===== config.mk =====
export PLATFORM = sky130hd
export DESIGN_NAME = lsu_controller_flat
export DESIGN_NICKNAME = d
export VERILOG_FILES = /design/src/rtl/lsu_controller_pkg.sv /design/src/rtl/lsu_controller_if.sv /design/src/rtl/lsu_controller_data_align.sv /design/src/rtl/lsu_controller.sv /design/src/flat_wrapper.sv
export SDC_FILE = /design/constraint.sdc
export NUM_CORES = 1
export LEC_CHECK = 0
export ABC_AREA = 1
export CORE_ASPECT_RATIO = 1.1
export CORE_MARGIN = 5
export CORE_UTILIZATION = 45
export CTS_CLUSTER_SIZE = 24
export DETAILED_ROUTE_END_ITERATION = 6
export GPL_TIMING_DRIVEN = 0
export HOLD_SLACK_MARGIN = 0.08
export PLACE_DENSITY_LB_ADDON = 0.25
export RECOVER_POWER = 50
export SYNTH_ARGS = -nofsm -noshare
export SYNTH_HDL_FRONTEND = slang
export SYNTH_SLANG_ARGS = --single-unit

===== constraint.sdc =====
create_clock -name clk -period 4.7 [get_ports clk]
set_input_delay 0.94 -clock clk [delete_from_list [all_inputs] [get_ports clk]]
set_output_delay 0.94 -clock clk [all_outputs]
set_load 0.02 [all_outputs]

===== src/rtl/lsu_controller_pkg.sv =====
// Shared types and constants for the load/store unit controller.
package lsu_controller_pkg;

    localparam int unsigned XLEN = 32;

    // funct3 encodings (loads and stores share the low codes)
    localparam logic [2:0] LB  = 3'd0;
    localparam logic [2:0] LH  = 3'd1;
    localparam logic [2:0] LW  = 3'd2;
    localparam logic [2:0] LBU = 3'd4;
    localparam logic [2:0] LHU = 3'd5;
    localparam logic [2:0] SB  = 3'd0;
    localparam logic [2:0] SH  = 3'd1;
    localparam logic [2:0] SW  = 3'd2;

    typedef enum logic [1:0] {IDLE, REQ, WAIT, DONE} lsu_state_t;

    // Access latched at acceptance and held for the whole transaction
    typedef struct packed {
        logic            we;
        logic [2:0]      funct3;
        logic [XLEN-1:0] addr;
        logic [XLEN-1:0] data;
    } lsu_access_t;

    // True for conflicting requests, unsupported funct3 or misaligned addresses
    function automatic logic access_illegal(input logic rd, input logic wr,
                                            input logic [2:0] f3, input logic [1:0] off);
        logic bad;
        bad = 1'b0;
        if (rd && wr) begin
            bad = 1'b1;
        end else if (rd) begin
            case (f3)
                LB, LBU: bad = 1'b0;
                LH, LHU: bad = off[0];
                LW:      bad = (off != 2'b00);
                default: bad = 1'b1;
            endcase
        end else if (wr) begin
            case (f3)
                SB:      bad = 1'b0;
                SH:      bad = off[0];
                SW:      bad = (off != 2'b00);
                default: bad = 1'b1;
            endcase
        end
        return bad;
    endfunction

endpackage


===== src/rtl/lsu_controller_if.sv =====
// Handshaked data-memory bus between the LSU (master) and memory (slave).
interface lsu_controller_if;
    import lsu_controller_pkg::*;

    logic            bus_req;
    logic            bus_we;
    logic [XLEN-1:0] bus_addr;
    logic [XLEN-1:0] bus_wdata;
    logic [3:0]      bus_be;
    logic            bus_gnt;
    logic            bus_rvalid;
    logic [XLEN-1:0] bus_rdata;

    modport master (
        output bus_req, bus_we, bus_addr, bus_wdata, bus_be,
        input  bus_gnt, bus_rvalid, bus_rdata
    );

    modport slave (
        input  bus_req, bus_we, bus_addr, bus_wdata, bus_be,
        output bus_gnt, bus_rvalid, bus_rdata
    );
endinterface


===== src/rtl/lsu_controller_data_align.sv =====
// Byte-lane formatting in both directions: store enables/replication and load extraction.
module lsu_data_align
    import lsu_controller_pkg::*;
(
    input  logic [2:0]      funct3,
    input  logic [1:0]      offset,
    input  logic [XLEN-1:0] store_data,
    input  logic [XLEN-1:0] rdata,
    output logic [3:0]      be_c,
    output logic [XLEN-1:0] wdata_c,
    output logic [XLEN-1:0] load_c
);

    logic [7:0]  byte_sel;
    logic [15:0] half_sel;

    // Store side: byte enables and lane-replicated write data
    always_comb begin
        be_c    = 4'b0000;
        wdata_c = '0;
        case (funct3)
            SB: begin
                be_c    = 4'b0001 << offset;
                wdata_c = {4{store_data[7:0]}};
            end
            SH: begin
                be_c    = offset[1] ? 4'b1100 : 4'b0011;
                wdata_c = {2{store_data[15:0]}};
            end
            SW: begin
                be_c    = 4'b1111;
                wdata_c = store_data;
            end
            default: ;
        endcase
    end

    // Load side: lane select then sign/zero extension
    always_comb begin
        byte_sel = rdata[{offset, 3'b000} +: 8];
        half_sel = offset[1] ? rdata[31:16] : rdata[15:0];
        case (funct3)
            LB:      load_c = {{24{byte_sel[7]}}, byte_sel};
            LH:      load_c = {{16{half_sel[15]}}, half_sel};
            LW:      load_c = rdata;
            LBU:     load_c = {24'd0, byte_sel};
            LHU:     load_c = {16'd0, half_sel};
            default: load_c = '0;
        endcase
    end

endmodule


===== src/rtl/lsu_controller.sv =====
// Load/store sequencer: accepts one access, runs the bus handshake, stalls the core.
// Optional bus watchdog enabled by defining LSU_TIMEOUT_EN.
module lsu_controller
    import lsu_controller_pkg::*;
#(
    parameter int unsigned TIMEOUT_CYCLES = 255
) (
    input  logic            clk,
    input  logic            rst,
    input  logic            mem_rd,
    input  logic            mem_wr,
    input  logic [2:0]      rd_wr_mem,
    input  logic [XLEN-1:0] addr,
    input  logic [XLEN-1:0] store_data,
    output logic [XLEN-1:0] load_data,
    output logic            stall,
    output logic            lsu_err,
    lsu_controller_if.master bus
);

    lsu_state_t      state, next_state;
    lsu_access_t     acc_q;
    logic            access_bad;
    logic            accept, illegal_pulse, capture, timeout_fire, timeout_hit;
    logic            err_q;
    logic            in_req;
    logic [3:0]      be;
    logic [XLEN-1:0] wdata, load_fmt;

    assign access_bad = access_illegal(mem_rd, mem_wr, rd_wr_mem, addr[1:0]);

`ifdef LSU_TIMEOUT_EN
    localparam int unsigned CNT_W = ($clog2(TIMEOUT_CYCLES + 1) > 8) ?
                                    $clog2(TIMEOUT_CYCLES + 1) : 8;
    logic [CNT_W-1:0] tmo_cnt;

    // Watchdog counts every cycle spent waiting on the bus
    always_ff @(posedge clk or posedge rst) begin
        if (rst) begin
            tmo_cnt <= '0;
        end else if (accept) begin
            tmo_cnt <= '0;
        end else if (state == REQ || state == WAIT) begin
            tmo_cnt <= tmo_cnt + CNT_W'(1);
        end
    end

    assign timeout_hit = (state == REQ || state == WAIT) &&
                         (tmo_cnt == CNT_W'(TIMEOUT_CYCLES - 1));
`else
    localparam int unsigned unused_timeout_cycles = TIMEOUT_CYCLES;
    assign timeout_hit = 1'b0;
`endif

    // State register
    always_ff @(posedge clk or posedge rst) begin
        if (rst) state <= IDLE;
        else     state <= next_state;
    end

    // Next-state and control decode
    always_comb begin
        next_state    = state;
        stall         = 1'b0;
        accept        = 1'b0;
        illegal_pulse = 1'b0;
        capture       = 1'b0;
        timeout_fire  = 1'b0;
        case (state)
            IDLE: begin
                if (mem_rd || mem_wr) begin
                    if (access_bad) begin
                        illegal_pulse = 1'b1;
                    end else begin
                        accept     = 1'b1;
                        stall      = 1'b1;
                        next_state = REQ;
                    end
                end
            end
            REQ: begin
                stall = 1'b1;
                if (bus.bus_gnt) begin
                    next_state = acc_q.we ? DONE : WAIT;
                end else if (timeout_hit) begin
                    timeout_fire = 1'b1;
                    next_state   = DONE;
                end
            end
            WAIT: begin
                stall = 1'b1;
                if (bus.bus_rvalid) begin
                    capture    = 1'b1;
                    next_state = DONE;
                end else if (timeout_hit) begin
                    timeout_fire = 1'b1;
                    next_state   = DONE;
                end
            end
            DONE: next_state = IDLE;
            default: next_state = IDLE;
        endcase
    end

    // Latch the accepted access
    always_ff @(posedge clk or posedge rst) begin
        if (rst) begin
            acc_q <= '0;
        end else if (accept) begin
            acc_q.we     <= mem_wr;
            acc_q.funct3 <= rd_wr_mem;
            acc_q.addr   <= addr;
            acc_q.data   <= store_data;
        end
    end

    // Load result register; cleared on error or timeout
    always_ff @(posedge clk or posedge rst) begin
        if (rst) begin
            load_data <= '0;
        end else if (capture) begin
            load_data <= load_fmt;
        end else if (illegal_pulse || timeout_fire) begin
            load_data <= '0;
        end
    end

    // Timeout error flag, high only for the DONE cycle
    always_ff @(posedge clk or posedge rst) begin
        if (rst) err_q <= 1'b0;
        else     err_q <= timeout_fire;
    end

    lsu_data_align u_align (
        .funct3     (acc_q.funct3),
        .offset     (acc_q.addr[1:0]),
        .store_data (acc_q.data),
        .rdata      (bus.bus_rdata),
        .be_c       (be),
        .wdata_c    (wdata),
        .load_c     (load_fmt)
    );

    assign in_req        = (state == REQ);
    assign lsu_err       = illegal_pulse | err_q;
    assign bus.bus_req   = in_req;
    assign bus.bus_we    = in_req & acc_q.we;
    assign bus.bus_addr  = in_req ? {acc_q.addr[XLEN-1:2], 2'b00} : '0;
    assign bus.bus_be    = in_req ? be : 4'b0000;
    assign bus.bus_wdata = in_req ? wdata : '0;

endmodule


===== src/flat_wrapper.sv =====
// flat-port wrapper written by rule: the top's interface ports become plain ports
module lsu_controller_flat import lsu_controller_pkg::*;
#(
    parameter int unsigned TIMEOUT_CYCLES = 255
)
  (clk, rst, mem_rd, mem_wr, rd_wr_mem, addr, store_data, load_data, stall, lsu_err, bus_bus_req, bus_bus_we, bus_bus_addr, bus_bus_wdata, bus_bus_be, bus_bus_gnt, bus_bus_rvalid, bus_bus_rdata);
  lsu_controller_if bus_i ();
  input  logic clk;
  input  logic rst;
  input  logic mem_rd;
  input  logic mem_wr;
  input  logic [2:0] rd_wr_mem;
  input  logic [XLEN-1:0] addr;
  input  logic [XLEN-1:0] store_data;
  output logic [XLEN-1:0] load_data;
  output logic stall;
  output logic lsu_err;
  output wire logic [$bits(bus_i.bus_req)-1:0] bus_bus_req;
  output wire logic [$bits(bus_i.bus_we)-1:0] bus_bus_we;
  output wire logic [$bits(bus_i.bus_addr)-1:0] bus_bus_addr;
  output wire logic [$bits(bus_i.bus_wdata)-1:0] bus_bus_wdata;
  output wire logic [$bits(bus_i.bus_be)-1:0] bus_bus_be;
  input wire logic [$bits(bus_i.bus_gnt)-1:0] bus_bus_gnt;
  input wire logic [$bits(bus_i.bus_rvalid)-1:0] bus_bus_rvalid;
  input wire logic [$bits(bus_i.bus_rdata)-1:0] bus_bus_rdata;
  assign bus_bus_req = bus_i.bus_req;
  assign bus_bus_we = bus_i.bus_we;
  assign bus_bus_addr = bus_i.bus_addr;
  assign bus_bus_wdata = bus_i.bus_wdata;
  assign bus_bus_be = bus_i.bus_be;
  assign bus_i.bus_gnt = bus_bus_gnt;
  assign bus_i.bus_rvalid = bus_bus_rvalid;
  assign bus_i.bus_rdata = bus_bus_rdata;
  lsu_controller #(.TIMEOUT_CYCLES(TIMEOUT_CYCLES)) u_core (.clk(clk), .rst(rst), .mem_rd(mem_rd), .mem_wr(mem_wr), .rd_wr_mem(rd_wr_mem), .addr(addr), .store_data(store_data), .load_data(load_data), .stall(stall), .lsu_err(lsu_err), .bus(bus_i));
endmodule

# Yosys cells after proc, flatten, opt, wreduce, memory -nomap -nowiden
# Index checks and enable logic that the tools add are counted.
# word_totals
ff_bits,102
output_inout_bits,104
elab_cells,65
# classes
eq_ne,15
shifts,2
mux,30
bitwise_logic,1
n_reduce_logical,11
# ops
op,count
one-hot mux 32 bit (5 select lines),1
2-to-1 mux 32 bit,4
one-hot mux 32 bit (3 select lines),1
variable part select 32 x 6 -> 8 bit,1
2-to-1 mux 16 bit,1
"== test 3 bit, second input constant",4
2-to-1 mux 1 bit,12
one-hot mux 4 bit (3 select lines),1
2-to-1 mux 2 bit,4
2-to-1 mux 4 bit,2
one-hot mux 2 bit (4 select lines),1
"== test 3 x 1 -> 1 bit, second input constant",2
"== test 3 x 2 -> 1 bit, second input constant",2
logical NOT 3 bit,2
"inequality test 2 bit, second input constant",3
one-hot mux 1 bit (3 select lines),2
OR reduction 2 bit,3
"== test 2 bit, second input constant",2
AND reduction 4 bit,1
nonzero test 2 bit,2
"<< shifter 1 x 2 -> 4 bit, first input constant",1
"== test 2 x 1 -> 1 bit, second input constant",1
logical NOT 2 bit,1
"inequality test 2 x 1 -> 1 bit, second input constant",1
4 further kinds,4

# Depth between registers and ports, before layout
# depth
word_depth,10
mapped_depth,10
depth_no_buf,9

# Hierarchy
# Synthesis repeated with hierarchy kept, for this count alone.
# hier_totals
cells_unflattened,949
area_unflattened_um2,6059.6
# by_module_without_submodules
module,n_inst,cells_each,area_per_inst_um2,seq_area_each_um2
lsu_controller,1,616,4649.5,2552.4
lsu_data_align,1,333,1410.1,0.0

# Worst setup path after synthesis
# No wires, ideal clock.
# synth_timing
path_type,input port to output port
from,input port mem_wr
to,output port stall
t_arrival_ps,2076
required_time_ps,3760
slack_ps,1684
stages,6
path_cell_list,inv_1 nand2_1 nand3_1 nand4_1 clkbuf_1 a21oi_1
# synth_via
elab_chain_cells,6
elab_cells_between_ends,8
cone_classes,mux: 6; reduce/logical: 2
# synth_rtl
element,line_no,source
"start, declared",flat_wrapper.sv:11,input logic mem_wr;
2-to-1 mux 1 bit,lsu_controller_pkg.sv:40,end else if (wr) begin
2-to-1 mux 1 bit,lsu_controller_pkg.sv:33,end else if (rd) begin
2-to-1 mux 1 bit,lsu_controller_pkg.sv:31,if (rd && wr) begin
2-to-1 mux 1 bit,lsu_controller.sv:72,if (access_bad) begin
2-to-1 mux 1 bit *,lsu_controller.sv:71,if (mem_rd || mem_wr) begin
one-hot mux 1 bit (2 select lines) *,lsu_controller.sv:69,case (state)
"end, declared",flat_wrapper.sv:16,output logic stall;
# Every way passes the cells marked *; elsewhere a longest branch is shown, timed or not.

# Worst setup path in the final report
# layout_timing
from,input port addr[0]
to,output port stall
# layout_via
elab_chain_cells,8
elab_cells_between_ends,9
cone_classes,mux: 8; reduce/logical: 1
# layout_rtl
element,line_no,source
"start, declared",flat_wrapper.sv:13,input logic [XLEN-1:0] addr;
nonzero test 2 bit,"lsu_controller_pkg.sv:37, lsu_controller_pkg.sv:44",
one-hot mux 1 bit (3 select lines),lsu_controller_pkg.sv:41,case (f3)
2-to-1 mux 1 bit,lsu_controller_pkg.sv:40,
2-to-1 mux 1 bit *,lsu_controller_pkg.sv:33,
2-to-1 mux 1 bit *,lsu_controller_pkg.sv:31,
2-to-1 mux 1 bit *,lsu_controller.sv:72,
2-to-1 mux 1 bit *,lsu_controller.sv:71,
one-hot mux 1 bit (2 select lines) *,lsu_controller.sv:69,
# Marked as above.

==> results.json <==
{
  "synth_top_family_by_area": "simple AND/OR/NAND/NOR gates",
  "holdWs_ns": 0.4779,
  "internal_power_mw": 2.692,
  "cp_max_fo": 10,
  "cts-buffers-inserted": 9,
  "total_power_mw": 4.894,
  "drt_drc_violations_left": 0,
  "cts_tree": "built",
  "endpoint_kind": "output pin",
  "post-route-util": 0.6699,
  "finalHoldViolCount": 0,
  "cp.arrival_ns": 3.30,
  "dominantRegCellSynth": "dfrtp_1",
  "start_kind": "input pin",
  "crit_end": "stall",
  "finalSetupViolations": 0,
  "relSlewSlack": -0.2893,
  "rsz0062_at_grt": "false",
  "grt_max_degree": 60,
  "core_area_sq_um": 11980,
  "start_util": 0.4579,
  "grt_pass1_vias": 5574,
  "stdcell_area_sq_um": 8026,
  "p_seq_frac": 0.308,
  "antenna_found_initial": 1,
  "dieWidth_um": 115.3,
  "clk_pin_slew_worst_paths_ns": 0.06,
  "final_cells": 1168,
  "peakVddDrop_mv": 0.2871,
  "leakagePower_nw": 4.336,
  "synth_area_leaders": "dfrtp_1 47%, nand2_1 25%, nand3_1 7.3%",
  "drive_above_1_share": 0.03949,
  "drtAntennaViolNets": 0,
  "max_freq_ghz": 0.2359,
  "drtPass1Iterations": 5,
  "drtIter0Drc": 349,
  "synth_xor_area_frac": 0,
  "netlist_instances": 790,
  "synth_compound_area_frac": 0.07047,
  "io_pins": 209,
  "drv_slew": 45,
  "setup_slack_ns": 0.4607,
  "crit_type": "in2out",
  "yosysWarnings": 0,
  "core.rowCount": 42,
  "wirelength_mm": 17.37,
  "yosys.area_share.simple": 0.3501,
  "cp-startpoint": "addr[0]",
  "cts_post_setup_buffers_inserted": 0,
  "powerDensity_nw_per_um2": 609.7,
  "status": "finished, violations left",
  "synth.largest_area_cell": "dfrtp_1",
  "yosys_register_bits": 102,
  "place_area_sq_um": 7775,
  "fin_crit_ns": 4.239,
  "dr_total_vias": 5783,
  "dp.cells": 1152,
  "worstPathRequired_ns": 3.76,
  "drv_cap": 1,
  "chipHeight_um": 125.8,
  "wire_per_inst_um": 14.87,
  "cts_sinks": 102,
  "io_buffer_count": 206,
  "synth-adder-area-share": 0.01140,
  "dpl.hpwl_mm": 13.52,
  "grt_pass1_wl_mm": 27.79,
  "violations": "max-capacitance violations, max-slew violations",
  "die_area_sq_um": 14500,
  "cts-hold-fix-buffers": 0,
  "area_delta_synth_final_pct": 46.29,
  "gp_congestion": 0.9201,
  "overflow": 0,
  "synth_top_area_frac": 0.4652,
  "ys_types": 24,
  "track_usage": 0.2400,
  "synth_area_sq_um": 5487,
  "synthMuxAreaShare": 0,
  "power.net_switching_mw": 2.202,
  "clockPowerShare": 0.145,
  "cts_max_level": 3,
  "tns_ns": 0,
  "rr_endpoint": "u_core.acc_q[6]",
  "worst_pin_slew_ns": 1.923,
  "insertion_delay_ns": 0.35,
  "timing.rr.start": "u_core.state[0]",
  "nNetsFinal": 1119,
  "power.share.switching": 0.4499,
  "root_buffer": "clkbuf_16",
  "r2r_slack_ns": 2.75,
  "p_comb_frac": 0.547,
  "avgSynthCellArea_sq_um": 6.945,
  "skew_ns": 0.005053,
  "period_share": 0.9020,
  "ys_seq_area_frac": 0.4652,
  "hp-class": "reg2reg",
  "place_ws_ns": 0.4941,
  "fillCellCount": 1085,
  "async_reset_ff_frac": 1.000,
  "viasPerCell": 4.951,
  "synth_edf_count": 0,
  "clk_path_buf_depth": 2,
  "reg2reg_depth": 6,
  "cts_resized": 0
}
==> power groups by stage <==
stage | clock [mW] | combinational (mW) | sequential (mW)
2_1_floorplan | 0 | 1.52 | 1.60
3_3_place_gp | 0 | 2.69 | 1.51
3_5_place_dp | 0 | 2.72 | 1.52
4_1_cts | 0.718 | 2.73 | 1.51
5_1_grt | 0.752 | 2.96 | 1.56
6_report | 0.709 | 2.68 | 1.51
==> metal layers <==
metal  vias up  share of wire  GRT usage
li1       2883              -          -
met1      2633           0.40     0.2996
met3        37          0.096    0.06622
met4         0          0.028    0.09599
met5         -              0          0
met2       230           0.48     0.3917
==> worst min path at each step <==
stage	startpoint	end	slack [ns]	depth (start not counted)
floorplan	u_core.acc_q[34]	u_core.acc_q[34]	0.45	2
global placement	u_core.acc_q[36]	u_core.acc_q[36]	0.46	2
detailed placement	u_core.acc_q[39]	u_core.acc_q[39]	0.46	2
CTS	u_core.acc_q[39]	u_core.acc_q[39]	0.48	2
global route	u_core.acc_q[59]	u_core.acc_q[59]	0.49	2
finish	u_core.acc_q[54]	u_core.acc_q[54]	0.48	2
==> state kept, by name, summed over array words and instances, names as in the netlist <==
| register | cells |
|---|---|
| u_core.state | 2 |
| u_core.acc_q | 68 |
| u_core.load_data | 32 |
==> worst max-delay path: stages <==
cell and delay (ns):
dlygate4sd3_1 0.61, nor2_1 0.13, nand2_1 0.06, nand3_1 0.10, nand4_1 0.31, clkbuf_1 0.34
a21oi_1 0.18, clkdlybuf4s50_1 0.61
==> logic make-up (layout without fill, tap and decap cells) <==
| group | Yosys count | count (layout) |
|---|---|---|
| AO/OA/AOI/OAI | 67 | 67 |
| adder cells (fa/ha/maj) | 5 | 5 |
| other | 1 | 3 |
| flip-flops | 102 | 102 |
| AND/OR/NAND/NOR | 474 | 474 |
| buffers and inverters | 141 | 363 |
==> cell type report <==
type / count / area (sq um) / share of cell area
flip-flops and latches: 102 / 2552 / 0.3180
multi-input cells: 548 / 2377 / 0.2962
repair buffers: 207 / 2067 / 0.2575
inverters: 101 / 380.4 / 0.04739
clock buffers: 12 / 256.5 / 0.03196
well taps: 154 / 192.7 / 0.02401
plain buffers: 40 / 178.9 / 0.02229
clock inverters: 3 / 18.77 / 0.002338
diodes: 1 / 2.502 / 0.0003118
==> Yosys cell counts (2+ instances only) <==
master / n
inv_1: 99
nand2_1: 363
o221ai_1: 9
buf_1: 4
buf_4: 2
buf_2: 19
nand4_1: 9
ha_1: 5
o211ai_1: 2
dfrtp_1: 102
o21ai_0: 42
a21oi_1: 11
clkbuf_1: 15
clkinv_1: 2
nand3_1: 80
nor2_1: 17
nand2_2: 2
==> cell usage in the layout (no fill, tap or decap), types with 4 or more instances in the layout <==
master,instances
clkdlybuf4s50_1,172
nand3_1,80
nor2_1,17
ha_1,5
o21ai_0,42
buf_2,17
clkbuf_1,18
nand4_1,9
o221ai_1,9
dlygate4sd3_1,34
clkbuf_16,9
nand2_1,363
dfrtp_1,102
a21oi_1,11
buf_1,4
inv_1,98
(Power assumes the default switching activity.)
